==> config.mk <==
export PLATFORM = sky130hd
export DESIGN_NAME = inst_loader_flat
export DESIGN_NICKNAME = d
export VERILOG_FILES = /design/src/rtl/inst_loader_if.sv /design/src/rtl/inst_loader.sv /design/src/flat_wrapper.sv
export SDC_FILE = /design/constraint.sdc
export NUM_CORES = 1
export LEC_CHECK = 0
export ABC_AREA = 1
export BUFFER_PORTS_ARGS = -buffer_cell sky130_fd_sc_hd__buf_2
export CELL_PAD_IN_SITES_DETAIL_PLACEMENT = 0
export CELL_PAD_IN_SITES_GLOBAL_PLACEMENT = 1
export CORE_UTILIZATION = 38
export DETAILED_ROUTE_END_ITERATION = 12
export PLACE_DENSITY = 0.85
export SLEW_MARGIN = 40
export SYNTH_ARGS = -nofsm -noshare
export SYNTH_HDL_FRONTEND = slang
export SYNTH_SLANG_ARGS = --single-unit
==> constraint.sdc <==
create_clock -name clk -period 2.1 [get_ports clk]
set_input_delay 0.315 -clock clk [delete_from_list [all_inputs] [get_ports clk]]
set_output_delay 0.315 -clock clk [all_outputs]
set_load 0.02 [all_outputs]
==> src/rtl/inst_loader_if.sv <==
// Byte-stream and instruction-memory write signals of the boot loader.
// master: the loader; slave: the byte source and instruction memory.
interface inst_loader_if #(
   parameter int unsigned ABITS = 32,
   parameter int unsigned DBITS = 32
);
   logic             rx_valid;
   logic [7:0]       rx_data;
   logic             rx_ready;
   logic             mem_we;
   logic [ABITS-1:0] mem_addr;
   logic [DBITS-1:0] mem_din;

   modport master (
      input  rx_valid,
      input  rx_data,
      output rx_ready,
      output mem_we,
      output mem_addr,
      output mem_din
   );

   modport slave (
      output rx_valid,
      output rx_data,
      input  rx_ready,
      input  mem_we,
      input  mem_addr,
      input  mem_din
   );
endinterface

==> src/rtl/inst_loader.sv <==
// Boot loader: big-endian byte stream -> instruction memory words; holds the CPU in reset.
// Define LOADER_CHECKSUM_EN to require a trailing 32-bit wrapping sum of the data words.
module inst_loader #(
   parameter int unsigned ABITS     = 32,
   parameter int unsigned DBITS     = 32,
   parameter int unsigned MAX_WORDS = 1024
) (
   input  logic          clk,
   input  logic          rst,
   input  logic          start,
   inst_loader_if.master bus,
   output logic          cpu_rst,
   output logic          busy,
   output logic          done,
   output logic          error
);

`ifdef LOADER_CHECKSUM_EN
   typedef enum logic [2:0] {StIdle, StHdr, StData, StCsum, StDone, StError} state_e;
   localparam state_e StAfterData = StCsum;
`else
   typedef enum logic [2:0] {StIdle, StHdr, StData, StDone, StError} state_e;
   localparam state_e StAfterData = StDone;
`endif

   state_e           state_q, state_d;
   logic [1:0]       byte_cnt_q, byte_cnt_d;
   logic [23:0]      shift_q, shift_d;
   logic [31:0]      count_q, count_d;
   logic [ABITS-1:0] word_idx_q, word_idx_d;
   logic             mem_we_q, mem_we_d;
   logic [ABITS-1:0] mem_addr_q, mem_addr_d;
   logic [DBITS-1:0] mem_din_q, mem_din_d;
`ifdef LOADER_CHECKSUM_EN
   logic [31:0]      csum_q, csum_d;
`endif

   logic        rx_ready;
   logic        accept;
   logic        last_byte;
   logic [31:0] word;

   assign rx_ready  = (state_q == StHdr) || (state_q == StData)
`ifdef LOADER_CHECKSUM_EN
                      || (state_q == StCsum)
`endif
                      ;
   assign accept    = rx_ready && bus.rx_valid;
   assign last_byte = (byte_cnt_q == 2'd3);
   // Completed word as of the byte currently on the bus.
   assign word      = {shift_q, bus.rx_data};

   always_comb begin
      state_d    = state_q;
      byte_cnt_d = byte_cnt_q;
      shift_d    = shift_q;
      count_d    = count_q;
      word_idx_d = word_idx_q;
      mem_we_d   = 1'b0;
      mem_addr_d = mem_addr_q;
      mem_din_d  = mem_din_q;
`ifdef LOADER_CHECKSUM_EN
      csum_d     = csum_q;
`endif

      if (accept) begin
         shift_d    = {shift_q[15:0], bus.rx_data};
         byte_cnt_d = byte_cnt_q + 2'd1;
      end

      unique case (state_q)
         StIdle, StDone, StError: begin
            if (start) begin
               state_d    = StHdr;
               byte_cnt_d = 2'd0;
               shift_d    = '0;
               word_idx_d = '0;
`ifdef LOADER_CHECKSUM_EN
               csum_d     = '0;
`endif
            end
         end
         StHdr: begin
            if (accept && last_byte) begin
               count_d = word;
               if (word == 32'd0) begin
                  state_d = StAfterData;
               end else if (word > MAX_WORDS) begin
                  state_d = StError;
               end else begin
                  state_d = StData;
               end
            end
         end
         StData: begin
            if (accept && last_byte) begin
               mem_we_d   = 1'b1;
               mem_addr_d = word_idx_q;
               mem_din_d  = DBITS'(word);
               word_idx_d = word_idx_q + 1'b1;
`ifdef LOADER_CHECKSUM_EN
               csum_d     = csum_q + word;
`endif
               if (32'(word_idx_q) + 32'd1 == count_q) begin
                  state_d = StAfterData;
               end
            end
         end
`ifdef LOADER_CHECKSUM_EN
         StCsum: begin
            if (accept && last_byte) begin
               state_d = (word == csum_q) ? StDone : StError;
            end
         end
`endif
         default: state_d = StIdle;
      endcase
   end

   always_ff @(posedge clk) begin
      if (rst) begin
         state_q    <= StIdle;
         byte_cnt_q <= '0;
         shift_q    <= '0;
         count_q    <= '0;
         word_idx_q <= '0;
         mem_we_q   <= 1'b0;
         mem_addr_q <= '0;
         mem_din_q  <= '0;
`ifdef LOADER_CHECKSUM_EN
         csum_q     <= '0;
`endif
      end else begin
         state_q    <= state_d;
         byte_cnt_q <= byte_cnt_d;
         shift_q    <= shift_d;
         count_q    <= count_d;
         word_idx_q <= word_idx_d;
         mem_we_q   <= mem_we_d;
         mem_addr_q <= mem_addr_d;
         mem_din_q  <= mem_din_d;
`ifdef LOADER_CHECKSUM_EN
         csum_q     <= csum_d;
`endif
      end
   end

   assign bus.rx_ready = rx_ready;
   assign bus.mem_we   = mem_we_q;
   assign bus.mem_addr = mem_addr_q;
   assign bus.mem_din  = mem_din_q;
   assign busy         = rx_ready;
   assign done         = (state_q == StDone);
   assign error        = (state_q == StError);
   assign cpu_rst      = (state_q != StDone);

endmodule

==> src/flat_wrapper.sv <==
// flat-port wrapper written by rule: the top's interface ports become plain ports
module inst_loader_flat 
#(
   parameter int unsigned ABITS     = 32,
   parameter int unsigned DBITS     = 32,
   parameter int unsigned MAX_WORDS = 1024
)
  (clk, rst, start, cpu_rst, busy, done, error, bus_rx_valid, bus_rx_data, bus_rx_ready, bus_mem_we, bus_mem_addr, bus_mem_din);
  inst_loader_if #(.ABITS(ABITS), .DBITS(DBITS)) bus_i ();
  input  logic clk;
  input  logic rst;
  input  logic start;
  output logic cpu_rst;
  output logic busy;
  output logic done;
  output logic error;
  input wire logic [$bits(bus_i.rx_valid)-1:0] bus_rx_valid;
  input wire logic [$bits(bus_i.rx_data)-1:0] bus_rx_data;
  output wire logic [$bits(bus_i.rx_ready)-1:0] bus_rx_ready;
  output wire logic [$bits(bus_i.mem_we)-1:0] bus_mem_we;
  output wire logic [$bits(bus_i.mem_addr)-1:0] bus_mem_addr;
  output wire logic [$bits(bus_i.mem_din)-1:0] bus_mem_din;
  assign bus_i.rx_valid = bus_rx_valid;
  assign bus_i.rx_data = bus_rx_data;
  assign bus_rx_ready = bus_i.rx_ready;
  assign bus_mem_we = bus_i.mem_we;
  assign bus_mem_addr = bus_i.mem_addr;
  assign bus_mem_din = bus_i.mem_din;
  inst_loader #(.ABITS(ABITS), .DBITS(DBITS), .MAX_WORDS(MAX_WORDS)) u_core (.clk(clk), .rst(rst), .start(start), .bus(bus_i), .cpu_rst(cpu_rst), .busy(busy), .done(done), .error(error));
endmodule
# Word level (Yosys, flattened, before mapping)
# Cells that the tools add are included.
# totals
register_bits	158
latch_bits	0
ram_bits	0
mem_bits_ro	0
input_bits	12
out_inout_bits	70
wordCells	52
n_memories	0
# op_classes
addsub	2
mul	0
div_mod_pow	0
magnitude_cmp	1
eq_ne	11
shift	0
mux	17
bitwise_logic	1
n_reduce_logical	12
# op_table
op	count
two-way mux 24 bit	3
two-way mux 32 bit	2
one-hot mux 32 bit (2 select lines)	1
adder 32 x 1 -> 32 bit (second input constant)	1
== test 32 bit	1
> comparator 32 x 11 -> 1 bit (second input constant)	1
zero test 32 bit	1
two-way mux 3 bit	6
one-hot mux 3 bit (3 select lines)	1
inequality test 2 bit (second input constant)	4
== test 3 x 2 -> 1 bit (second input constant)	2
two-way mux 2 bit	3
AND reduction 2 bit	2
AND reduction 4 bit	1
== test 3 x 1 -> 1 bit (second input constant)	1
== test 3 bit (second input constant)	1
zero test 3 bit	1
inequality test 3 x 2 -> 1 bit (second input constant)	1
AND reduction 3 bit	1
OR reduction 3 bit	1
adder 2 x 1 -> 2 bit (second input constant)	1
== test 2 bit (second input constant)	1
logical AND 1 bit	2
nonzero test 2 bit	1
other kinds (4)	4

# Logic depth before layout (Yosys ltp)
# depth
depth_word	6
depth_mapped	20
ltp_nobuf	20

# Worst setup path before layout
# Ideal clock, no wire load.
# synth_timing
kind	reg-to-reg
startpoint	reg u_core.word_idx_q[0]
endpoint	reg u_core.state_q[2]
setup_time_ns	0.113
arrival_time_ns	1.895
required_time_ns	1.987
setup_slack_ns	0.092
path_stages_with_launch	19
path_buffers	0
period_less_slack_ns	2.008
cell_sequence	dfxtp_1 -> ha_1 -> nand2_2 -> nor2_4 -> nand2_1 -> nor2_2 -> nand2_1 -> nand2_1 -> nand2_1 -> nand2_1 -> nand2_1 -> nor2_1 -> nand3_1 -> nor2_2 -> nand2_2 -> nand2_1 -> nand2_1 -> nand2_1 -> nor2_1
# synth_between
elab_chain_len	4
# synth_rtl
element	line	source
start, declared	inst_loader.sv:30	logic [ABITS-1:0] word_idx_q, word_idx_d;
start signal, assigned	inst_loader.sv:138	word_idx_q <= word_idx_d;
adder 32 x 1 -> 32 bit	inst_loader.sv:104	if (32'(word_idx_q) + 32'd1 == count_q) begin
== test 32 bit	inst_loader.sv:104	
inequality test 2 bit (no line)	n/a	
AND reduction 4 bit (no line)	n/a	
end signal, assigned	inst_loader.sv:122	state_q <= StIdle;
end signal, assigned	inst_loader.sv:134	state_q <= state_d;
end, declared	inst_loader.sv:26	state_e state_q, state_d;
# No other way between the ends.
# A chain may end at the register's enable or synchronous reset.

# Worst setup path in the final report
# layout_timing
startpoint	reg u_core.word_idx_q[0]
endpoint	reg u_core.state_q[0]
# Same word-level chain as after synthesis.

==> impl_metrics.env <==
export IMPL_start_util=0.393
export IMPL_wl_per_cell_um=15.7
export IMPL_final_hold_violation_count=0
export IMPL_dp_slack_ns=-0.264
export IMPL_place_area_sq_um=8300
export IMPL_synth_seq_cells=158
export IMPL_grt_overflow_total=0
export IMPL_htreeDepth=4
export IMPL_clkLatencyLatePin_ns=0.44
export IMPL_irDropWorstVdd_mv=0.560
export IMPL_ys_seq_area_frac=0.444
export IMPL_final_cell_mix="nand2_1, a21oi_1, dfxtp_1"
export IMPL_rsz0062_at_grt="yes"
export IMPL_slew_headroom=0.486
export IMPL_critPathKind="flop to flop"
export IMPL_drt_iter0_drc=574
export IMPL_critPathSlowestCell="dfxtp_4"
export IMPL_cts_buffer_depth=2
export IMPL_die_area_sq_um=19300
export IMPL_yosysWarnings=0
export IMPL_grt_pass1_vias=6587
export IMPL_drive_gt1_frac=0.253
export IMPL_worstMarginPinSlew_ns=0.772
export IMPL_portBuffers=81
export IMPL_syn_inst=1034
export IMPL_finalSetupViolations=4
export IMPL_drv_slew=0
export IMPL_register_area_sq_um=3190
export IMPL_dieHeight_um=139
export IMPL_multi_input_area_sq_um=3650
export IMPL_cp_arrival_ns=2.56
export IMPL_drc=0
export IMPL_hold_class="input port to flop"
export IMPL_clkTransAtPathRegs_ns=0.07
export IMPL_critPathMostFrequentCell="nand2_2"
export IMPL_status="finished, violations left"
export IMPL_netlist_cell_type_count=32
export IMPL_skew_ns=0.0101
export IMPL_routed_wl_mm=22.5
export IMPL_design_area_sq_um=9360
export IMPL_worstPathCellList="ha_4 -> nand2_4 -> nor2_4 -> buf_6 -> nand3_4 -> nand3b_1 -> xnor2_2 -> nand2_2 -> nand3_2 -> nor2_2 -> nand2_2 -> a21boi_2 -> nor2_1"
export IMPL_clock_sinks=158
export IMPL_start_kind="flop"
export IMPL_num_vias=7302
export IMPL_hpwl_mm=15.6
export IMPL_antenna_found_initial=0
export IMPL_clockRootBuffer="clkbuf_16"
export IMPL_min_period_over_period=1.06
export IMPL_synth_net_count=1048
export IMPL_tritoncts="built"
export IMPL_drtAntennaViolNets=0
export IMPL_end_kind="flop"
export IMPL_synthesis_area_sq_um=7130
export IMPL_setup_ws_ns=-0.129
export IMPL_die_w_um=139
export IMPL_leakagePower_nw=3.91
export IMPL_area_growth_pct=31.3
export IMPL_layout_nets=1203
export IMPL_viasPerCell=5.10
export IMPL_max_freq_ghz=0.449
export IMPL_first_pass_iters=7
export IMPL_core_rowCount=49
export IMPL_layout_commonest_cell="nand2_1"
export IMPL_required_ns=2.43
export IMPL_core_sq_um=18100
export IMPL_synth_top_area_share=0.444
export IMPL_fin_crit_ns=2.23
export IMPL_cts_buffers=17
export IMPL_grtUsageTotal=0.231
export IMPL_antenna_cells=0
export IMPL_grt_max_degree=69
export IMPL_gp_congestion=0.920
export IMPL_post_synth_top_area_cell="dfxtp_1"
export IMPL_violations="setup timing"
export IMPL_grt_pass1_wl_mm=34.8
export IMPL_cap_violations=0
export IMPL_fill_cells=1757
export IMPL_synthTopCellsByArea="dfxtp_1, nand2_1, a21oi_1"
export IMPL_cp_slowest_stage_delay_ns=0.37
export IMPL_postSynthAreaPerCell_sq_um=6.90
export IMPL_p_per_area_nw_per_um2=837
export IMPL_cts_hold_buf=0
export IMPL_crit_fanout=4
export IMPL_io_pins=82
cells in the mapped netlist, drive strengths merged:
cell type and instances:
o21bai 2, xnor2 2, nand4 11, nand2 285
a21boi 1, buf 14, and2 2, a211oi 2
clkbuf 35, nand3 70, dfxtp 158, nor4 7
inv 94, nand3b 7, nor2 84, o21a 1
a21oi 146, ha 2, o21ai 102, nor3 4
xor2 3, xnor3 2
final cells by class:
cell class / count / area share
Clock buffer: 19 / 0.0484
Clock inverter: 13 / 0.0182
Inverter: 94 / 0.0381
Multi-Input combinational cell: 733 / 0.389
Sequential cell: 158 / 0.341
Tap cell: 229 / 0.0306
Timing Repair Buffer: 184 / 0.134
Timing Repair inverter: 1 / 0.000802
what timing repair did:
item                       CTS  global route
cloned                       0             2
setup endpoints to repair    3           113
setup buffers               13             3
gates resized for setup     31            65
pin swaps                   21            41
through the flow:
stage               hold slack (ns)  utilization  std cells  TNS [ns]  power (W)
global placement              0.445        0.458       1383    -0.577    0.00456
CTS                           0.189        0.502       1426    -0.168    0.00782
global route                  0.201        0.516       1431     -1.04    0.00815
floorplan                     0.444            -       1034         0    0.00414
detailed placement            0.450        0.458       1383    -0.701    0.00456
finish                        0.194        0.516       1431    -0.381    0.00784
power breakdown:
group          total [W]  internal (W)  switching [W]
Clock            0.00327       0.00187        0.00140
Sequential       0.00332       0.00315       0.000165
Combinational    0.00125      0.000404       0.000846
sequential cells by signal (all words and copies together) (netlist names):
signal and cells:
u_core.bus.mem_addr 32, u_core.bus.mem_din 32, u_core.count_q 32, u_core.word_idx_q 32
u_core.shift_q 24, u_core.state_q 3, u_core.byte_cnt_q 2, u_core.bus.mem_we 1
final timing paths:
| kind | from | to | slack, ns | cells past startpoint |
|---|---|---|---|---|
| setup / recovery | u_core.word_idx_q[0] | u_core.state_q[0] | -0.13 | 13 |
| hold / removal | bus_rx_data[2] | u_core.bus.mem_din[2] | 0.19 | 3 |
| setup reg to reg | u_core.word_idx_q[0] | u_core.state_q[0] | -0.13 | 13 |
| hold reg to reg | u_core.bus.mem_addr[0] | u_core.bus.mem_addr[0] | 0.46 | 1 |
critical path, delay by kind of cell, from the launching register on:
family	cells	cell delay [ns]
simple gates	9	1.07
flops	1	0.37
xor+xnor	1	0.23
compound gates	1	0.17
fa+ha+maj	1	0.15
buf+inv	1	0.13
kinds of logic after synthesis:
kind of cell | synth area share
flip-flops | 0.444
adder cells (fa/ha/maj) | 0.00351
AO/OA/AOI/OAI | 0.181
AND/OR/NAND/NOR | 0.281
XOR/XNOR | 0.0125
buffers and inverters | 0.0783
routing by layer:
layer  GRT usage  routed length [um]
met1       0.317               10800
met2       0.359                9960
met3      0.0428                1220
met4      0.0895                 591
met5           0                   0
Note: power is estimated with default switching activity, not from simulation.
